$ cat config.mk
export PLATFORM = sky130hd
export DESIGN_NAME = sha256_msg_schedule
export DESIGN_NICKNAME = d
export VERILOG_FILES = /design/src/rtl/sha256_msg_schedule.sv
export SDC_FILE = /design/constraint.sdc
export NUM_CORES = 1
export LEC_CHECK = 0
export BUFFER_PORTS_ARGS = -buffer_cell sky130_fd_sc_hd__buf_2
export CAP_MARGIN = 20
export CELL_PAD_IN_SITES_DETAIL_PLACEMENT = 0
export CELL_PAD_IN_SITES_GLOBAL_PLACEMENT = 2
export CORE_ASPECT_RATIO = 1.5
export CORE_UTILIZATION = 39
export DETAILED_ROUTE_END_ITERATION = 6
export GPL_TIMING_DRIVEN = 0
export PLACE_DENSITY = 0.82
export SLEW_MARGIN = 20
export SYNTH_ARGS = -nofsm -noshare
export SYNTH_HDL_FRONTEND = slang
export SYNTH_SLANG_ARGS = --single-unit
$ cat constraint.sdc
create_clock -name clk -period 5 [get_ports clk]
set_input_delay 0.25 -clock clk [delete_from_list [all_inputs] [get_ports clk]]
set_output_delay 0.25 -clock clk [all_outputs]
set_load 0.005 [all_outputs]
$ cat src/rtl/sha256_msg_schedule.sv
// -----------------------------------------------------------------------------
// sha256_msg_schedule
//
// SHA-256 message-schedule generator. Loads one 512-bit block as sixteen
// 32-bit words (word 0 first), then streams the 64 schedule words W0..W63,
// one per output handshake, to the round datapath.
//
// Handshake rule (both ports): a transfer happens on a rising clk edge where
// valid and ready are both high. Once this block raises w_valid it keeps it
// high, with w_data/w_index/w_last stable, until the transfer happens. On the
// input side the producer must do the same while in_ready is low.
//
// Ports:
//   clk       in   1   system clock, rising edge
//   rst_n     in   1   asynchronous active-low reset
//   in_valid  in   1   in_data holds a message word
//   in_ready  out  1   block accepts a message word (LOAD state)
//   in_data   in  32   message word, big-endian word order
//   w_valid   out  1   w_data holds schedule word W_t (GEN state)
//   w_ready   in   1   consumer accepts W_t this cycle
//   w_data    out 32   schedule word W_t
//   w_index   out  6   round index t of w_data
//   w_last    out  1   high with W63
//   busy      out  1   high unless idle in LOAD with no words captured
// -----------------------------------------------------------------------------
module sha256_msg_schedule (
  input  logic        clk,
  input  logic        rst_n,
  input  logic        in_valid,
  output logic        in_ready,
  input  logic [31:0] in_data,
  output logic        w_valid,
  input  logic        w_ready,
  output logic [31:0] w_data,
  output logic [5:0]  w_index,
  output logic        w_last,
  output logic        busy
);

  typedef enum logic {
    ST_LOAD = 1'b0,
    ST_GEN  = 1'b1
  } state_t;

  // state is the FSM state register; observable for binding checkers
  state_t      state;
  state_t      state_next;

  logic [31:0] win [16];
  logic [3:0]  lcnt;
  logic [5:0]  t;

  logic        in_fire;
  logic        w_fire;
  logic [31:0] w_new;
  logic [31:0] s0;
  logic [31:0] s1;

  // ---------------------------------------------------------------------------
  // Schedule recurrence. win[0] always holds W_t, so the word shifted into
  // win[15] is W_{t+16}: sigma1(W_{t+14}) + W_{t+9} + sigma0(W_{t+1}) + W_t.
  // Values produced past W63 are shifted in and simply never presented.
  // ---------------------------------------------------------------------------
  always_comb begin
    s0    = {win[1][6:0],   win[1][31:7]}  ^
            {win[1][17:0],  win[1][31:18]} ^
            {3'b000,        win[1][31:3]};
    s1    = {win[14][16:0], win[14][31:17]} ^
            {win[14][18:0], win[14][31:19]} ^
            {10'b0,         win[14][31:10]};
    w_new = s1 + win[9] + s0 + win[0];
  end

  // ---------------------------------------------------------------------------
  // FSM: next state and state decodes
  // ---------------------------------------------------------------------------
  always_comb begin
    state_next = state;
    in_ready   = 1'b0;
    w_valid    = 1'b0;
    case (state)
      ST_LOAD: begin
        in_ready = 1'b1;
        if (in_valid && (lcnt == 4'd15)) state_next = ST_GEN;
      end
      ST_GEN: begin
        w_valid = 1'b1;
        if (w_ready && (t == 6'd63)) state_next = ST_LOAD;
      end
      default: state_next = ST_LOAD;
    endcase
  end

  assign in_fire = in_valid & in_ready;
  assign w_fire  = w_valid & w_ready;

  assign w_data  = win[0];
  assign w_index = t;
  assign w_last  = (state == ST_GEN) && (t == 6'd63);
  assign busy    = !((state == ST_LOAD) && (lcnt == 4'd0));

  always_ff @(posedge clk or negedge rst_n) begin
    if (!rst_n) state <= ST_LOAD;
    else        state <= state_next;
  end

  // ---------------------------------------------------------------------------
  // Window, load counter and round counter
  // ---------------------------------------------------------------------------
  always_ff @(posedge clk or negedge rst_n) begin
    if (!rst_n) begin
      for (int i = 0; i < 16; i++) win[i] <= 32'd0;
      lcnt <= 4'd0;
      t    <= 6'd0;
    end else begin
      if (in_fire) begin
        win[lcnt] <= in_data;
        if (lcnt == 4'd15) begin
          lcnt <= 4'd0;
          t    <= 6'd0;
        end else begin
          lcnt <= lcnt + 4'd1;
        end
      end else if (w_fire) begin
        for (int i = 0; i < 15; i++) win[i] <= win[i+1];
        win[15] <= w_new;
        // wraps 63 -> 0 on the final word, leaving t cleared for the next block
        t <= t + 6'd1;
      end
    end
  end

endmodule

# Word level (Yosys, flattened, before mapping)
# Index checks and enable logic that the tools add are counted.
dict set report totals {
  register_bits 523
  inputBits 36
  output_inout_bits 42
  wordCells 60
}
dict set report classes {
  n_addsub 5
  n_lt_le_gt_ge 2
  eq_ne 3
  n_mux 14
  bitwise_logic 8
  n_reduce_logical 9
}
# operator count
set op_table {}
lappend op_table {{2-to-1 mux 512 bit} 2}
lappend op_table {{bitwise mux 512 bit} 1}
lappend op_table {{demux 32 bit (select 4 bit)} 1}
lappend op_table {{adder 32 bit} 3}
lappend op_table {{XOR 32 bit} 2}
lappend op_table {{2-to-1 mux 32 bit} 1}
lappend op_table {{XOR 32 x 22 -> 32 bit} 1}
lappend op_table {{XOR 32 x 29 -> 32 bit} 1}
lappend op_table {{2-to-1 mux 6 bit} 3}
lappend op_table {{adder 6 x 1 -> 6 bit (second input constant)} 1}
lappend op_table {{== test 6 bit (second input constant)} 1}
lappend op_table {{>= comparator 5 bit (second input constant)} 1}
lappend op_table {{logical AND 1 bit} 5}
lappend op_table {{less-than comparator 5 x 1 -> 1 bit (second input constant)} 1}
lappend op_table {{inverter 4 -> 5 bit} 1}
lappend op_table {{adder 4 x 1 -> 4 bit (second input constant)} 1}
lappend op_table {{== test 4 bit (second input constant)} 1}
lappend op_table {{logical NOT 4 bit} 1}
lappend op_table {{2-to-1 mux 1 bit} 4}
lappend op_table {{2-to-1 mux 4 bit} 1}
lappend op_table {{AND 1 bit} 2}
lappend op_table {{inequality test 2 x 1 -> 1 bit (second input constant)} 1}
lappend op_table {{case mux 1 bit (2 select lines)} 1}
lappend op_table {{AND reduction 2 bit} 1}
lappend op_table {{other kinds (3)} 3}

# Depth between registers and ports, before layout
dict set report logic_depth {
  ltp_word 7
  ltp_mapped 15
  mapped_depth_nobuf 14
}

# Least setup slack after synthesis
# No wires, ideal clock.
dict set report synth_path {
  path_type {flip-flop to flip-flop}
  from {reg win[456] (netlist bit)}
  to {reg win[31] (netlist bit)}
  setup_ns 0.125
  t_arrival_ns 3.867
  required_time_ns 4.875
  path_slack_ns 1.008
  path_stages_with_launch 16
  path_buffers 1
  period_less_slack_ns 3.992
  cell_sequence {dfrtp_1 clkbuf_1 xor2_1 xnor2_1 fa_1 inv_1 fa_1 ha_1 fa_1 a21oi_1 o211a_1 o21ai_4 o2111ai_4 o41ai_4 a221oi_2 mux2_4}
}
dict set report synth_between {
  elab_chain_len 6
}
# item line_no
set synth_rtl {}
lappend synth_rtl {{from (decl)} 49} ;# logic [31:0] win [16];
lappend synth_rtl {{from (signal, indexed assignment)} 117} ;# win[lcnt] <= in_data;
lappend synth_rtl {{XOR 32 bit} 65} ;# s0 = {win[1][6:0], win[1][31:7]} ^
lappend synth_rtl {{XOR 32 x 29 -> 32 bit (*)} 66} ;# {win[1][17:0], win[1][31:18]} ^
lappend synth_rtl {{adder 32 bit (*) (2 in series)} 71} ;# w_new = s1 + win[9] + s0 + win[0];
lappend synth_rtl {{2-to-1 mux 512 bit (*)} 124} ;# end else if (w_fire) begin
lappend synth_rtl {{2-to-1 mux 512 bit (*)} 116} ;# if (in_fire) begin
# Every way passes the cells marked *; elsewhere a longest branch is shown, timed or not. The select of a mux whose other input is x is not followed.
# A chain may end at the register's enable or synchronous reset.

# Worst setup path after layout
dict set report layout_path {
  from {reg win[474] (netlist bit)}
  to {reg win[24] (netlist bit)}
}
# Same word-level chain as after synthesis.

==> results by group <==
Synthesis
  • Share of the synthesized area in the top cell type: 0.4652
  • Mapped Area: around 0.028 sq mm
  • Simple-Gate Fraction of Synth Area: 0.1548
  • Asr flop ratio synth: 1.000
  • XOR/XNOR share of the synthesized area: 0.04545
  • Synth area leader: dfrtp_1
  • FF+latch count, synth: approximately 520
  • Area contributors post-synth: dfrtp_1 47%, a21oi_1 8.6%, o21ai_0 8.4%, nand2_1 7.6%, nor2_1 6.4%
  • Sequential fraction of the synthesis area: 0.4652
  • Post-synth EDFFs: 0
  • Synth Area per Inst: around 8.2 sq um
  • Yosys warns: 0
  • Synthesized instance count: between 3000 and 4000
  • Syn_nets: between 3000 and 4000
  • Largest family of logic cells by synthesized area: compound AO/OA/AOI/OAI gates
  • Synth Area in Compound Gates: 0.2062
  • Synth Area in Adders: 0.06012
  • Primary FF master, synth: dfrtp_1
  • Synth unique cells: 61
  • Multiplexer area fraction after synthesis: 0.001245

Layout
  • Layout cells sized above 1: 0.06284
  • Commonest non-fill, non-tap cell in the layout: nand2_1
  • Final net count: about 3700
  • Most frequent cells in the layout: 571 x nand2_1, 523 x dfrtp_1, 484 x a21oi_1
  • Area grow syn2layout: 13.10%

Clock tree
  • Root buf cell: clkbuf_16
  • CTS tree: built
  • Sink Count: 523
  • CTS Buffer Depth: 3
  • Cts bufs inserted: 55
  • Post-CTS setup buffer count: 0
  • H-tree levels: 2
  • Worst-path clk slew: 0.07 ns
  • Clk_lat worst skew: ~0.64 ns

Routing
  • Initial DRT Pass Iterations: 6
  • WL/cell: roughly 27 um
  • Post-DR vias/cell: around 5.5
  • Antenna viol nets, final: 0
  • Vias after detailed routing: 25120
  • DRT iter0 DRCs: about 2300
  • Drt total wl: roughly 120000 um
  • DRC errors left: 0

STA
  • Period utilization: 1.003
  • RSZ-0062 raised after global routing: true
  • Final Hold Viols: 0
  • Slew headroom: 0.2062
  • Fin. max-slew vios: 0
  • Final Critical Period: around 5 ns
  • Clock Skew: roughly 0.028 ns
  • # setup viols final: 1
  • Highest Clock Rate: 199.4 MHz
  • Worst Slack Setup Final: -0.01550 ns
  • Min Hold Slack: approximately 0.055 ns
  • Worst-margin pin slew: between 1 and 1.5 ns

Power and ir drop
  • Lkg Pwr: around 0.015 uW
  • Maximum vdd ir drop: around 0.75 mV
  • Pwr/cell area: a little under 900 mW/mm^2

Die
  • Die area: 0.07324 sq mm
  • Top-Level Pins: between 70 and 80
  • Core box area: 0.07132 sq mm
  • Die X: around 220 um
  • FP Rows: 120
  • Die Span Y: roughly 330 um
  • Initial Util: 0.3945

Global route
  • Grt total ovfl: 0
  • Largest net degree at the start of global routing: roughly 90
  • Vias in the first global route: 25290
  • First-pass GRT wire length: ~180000 um
  • GRT Util Overall: 0.3321
  • Initial antenna violation count: 4

Job
  • Max cap viols: 0

Critical path
  • CP max FO: 8
  • Arr. time, crit path: between 5 and 6 ns
  • Critical path startpoint category: register
  • Critical Path RT: 5.57 ns
  • Critical path class: reg2reg
  • CP Capture Type: register

Placement
  • GPL Wtd Cong: ~0.99
  • Place WS: -0.07266 ns
  • HPWL Detailed: around 95000 um
  • Port Buffer Count: between 70 and 80

Run status
  • Failing checks: setup timing
  • Status: complete, but fails checks

Worst hold path
  • HP Class: in2reg
[cell families after synthesis]
| kind of cell | after synthesis |
|---|---|
| flops | 523 |
| mux | 3 |
| compound gates | 1086 |
| fa+ha+maj | 98 |
| buf+inv | 470 |
| xor+xnor | 146 |
| simple gates | 1120 |
[synthesized netlist by cell type, types with 36 or more instances]
cell type and instances:
fa_1 62, o21ai_0 474, clkbuf_1 276, xnor2_1 80, xor2_1 66, ha_1 36, nor2_1 483, a21oi_1 485
dfrtp_1 523, a22oi_1 53, inv_1 135, nand2_1 571
[flip-flops by register name (all words and copies together) (netlist names)]
| name | count |
|---|---|
| win | 480 |
| w_data | 32 |
| w_index | 6 |
| lcnt | 4 |
| state | 1 |
[critical path, cell delays in order (launching register included)]
cell	delay, ns
dfrtp_1	0.32
buf_1	0.49
xor2_1	0.16
xnor2_1	0.36
fa_1	0.50
fa_1	0.50
inv_1	0.05
ha_1	0.26
clkbuf_1	0.48
nand2_1	0.21
nor2_1	0.53
a31oi_1	0.44
or4_1	0.52
nand3_1	0.12
[layout make-up]
class / count / area [sq um]
diodes: 4 / 10.01
plain buffers: 331 / 1369
clock buffers: 76 / 1608
clock inverters: 25 / 316.6
fillers: 7295 / 39500
inverters: 135 / 506.7
multi-input cells: 2453 / 13200
flip-flops and latches: 523 / 13090
well taps: 915 / 1145
repair buffers: 85 / 580.6
[repair_timing]
action	4_1_cts	5_1_grt
pin swaps	0	0
resized for setup	3	7
endpoints found under the hold margin	61	0
hold buffers	2	0
endpoints found under the setup margin	4	7
[metrics by stage]
step	instance area [sq um]	cells	utilization	setup TNS [ns]	total power, uW
floorplan	28140	3446	-	0	17060
global placement	29670	4438	0.4160	-3894.25	22630
detailed placement	29840	4444	0.4185	-0.1003	22650
CTS	31800	4547	0.4459	0	27420
global route	31810	4543	0.4460	-0.01874	29480
finish	31820	4547	0.4462	-0.01550	27640
[per-layer routing]
layer | GRT usage | vias to the layer above | wire (um)
met5 | 0 | - | 0
met4 | 0.2324 | 0 | 9633
met3 | 0.04311 | 286 | 5480
met2 | 0.5879 | 843 | 60670
met1 | 0.3722 | 12390 | 45750
li1 | - | 11600 | -
[final timing paths]
kind	startpoint	endpoint	slack [ns]	cells past startpoint
min in group asynchronous	rst_n	w_index[2]$_DFFE_PN0P_	0.12	2
setup / recovery	win[474]$_DFFE_PN0P_	win[24]$_DFFE_PN0P_	-0.02	13
hold reg to reg	win[1]$_DFFE_PN0P_	win[1]$_DFFE_PN0P_	0.48	2
hold / removal	in_data[26]	win[442]$_DFFE_PN0P_	0.06	3
max in group asynchronous	rst_n	win[300]$_DFFE_PN0P_	2.42	7
setup reg to reg	win[474]$_DFFE_PN0P_	win[24]$_DFFE_PN0P_	-0.02	13
[report_power, final]
| group | switching (uW) | internal (uW) | leakage (uW) |
|---|---|---|---|
| Combinational | 11000 | 5920 | 0.00784 |
| Sequential | 846 | 5380 | 0.00577 |
| Clock | 1890 | 2610 | 0.000960 |
| Total | 13700 | 13900 | 0.0146 |
No activity file was read; power rests on OpenSTA's default activity.
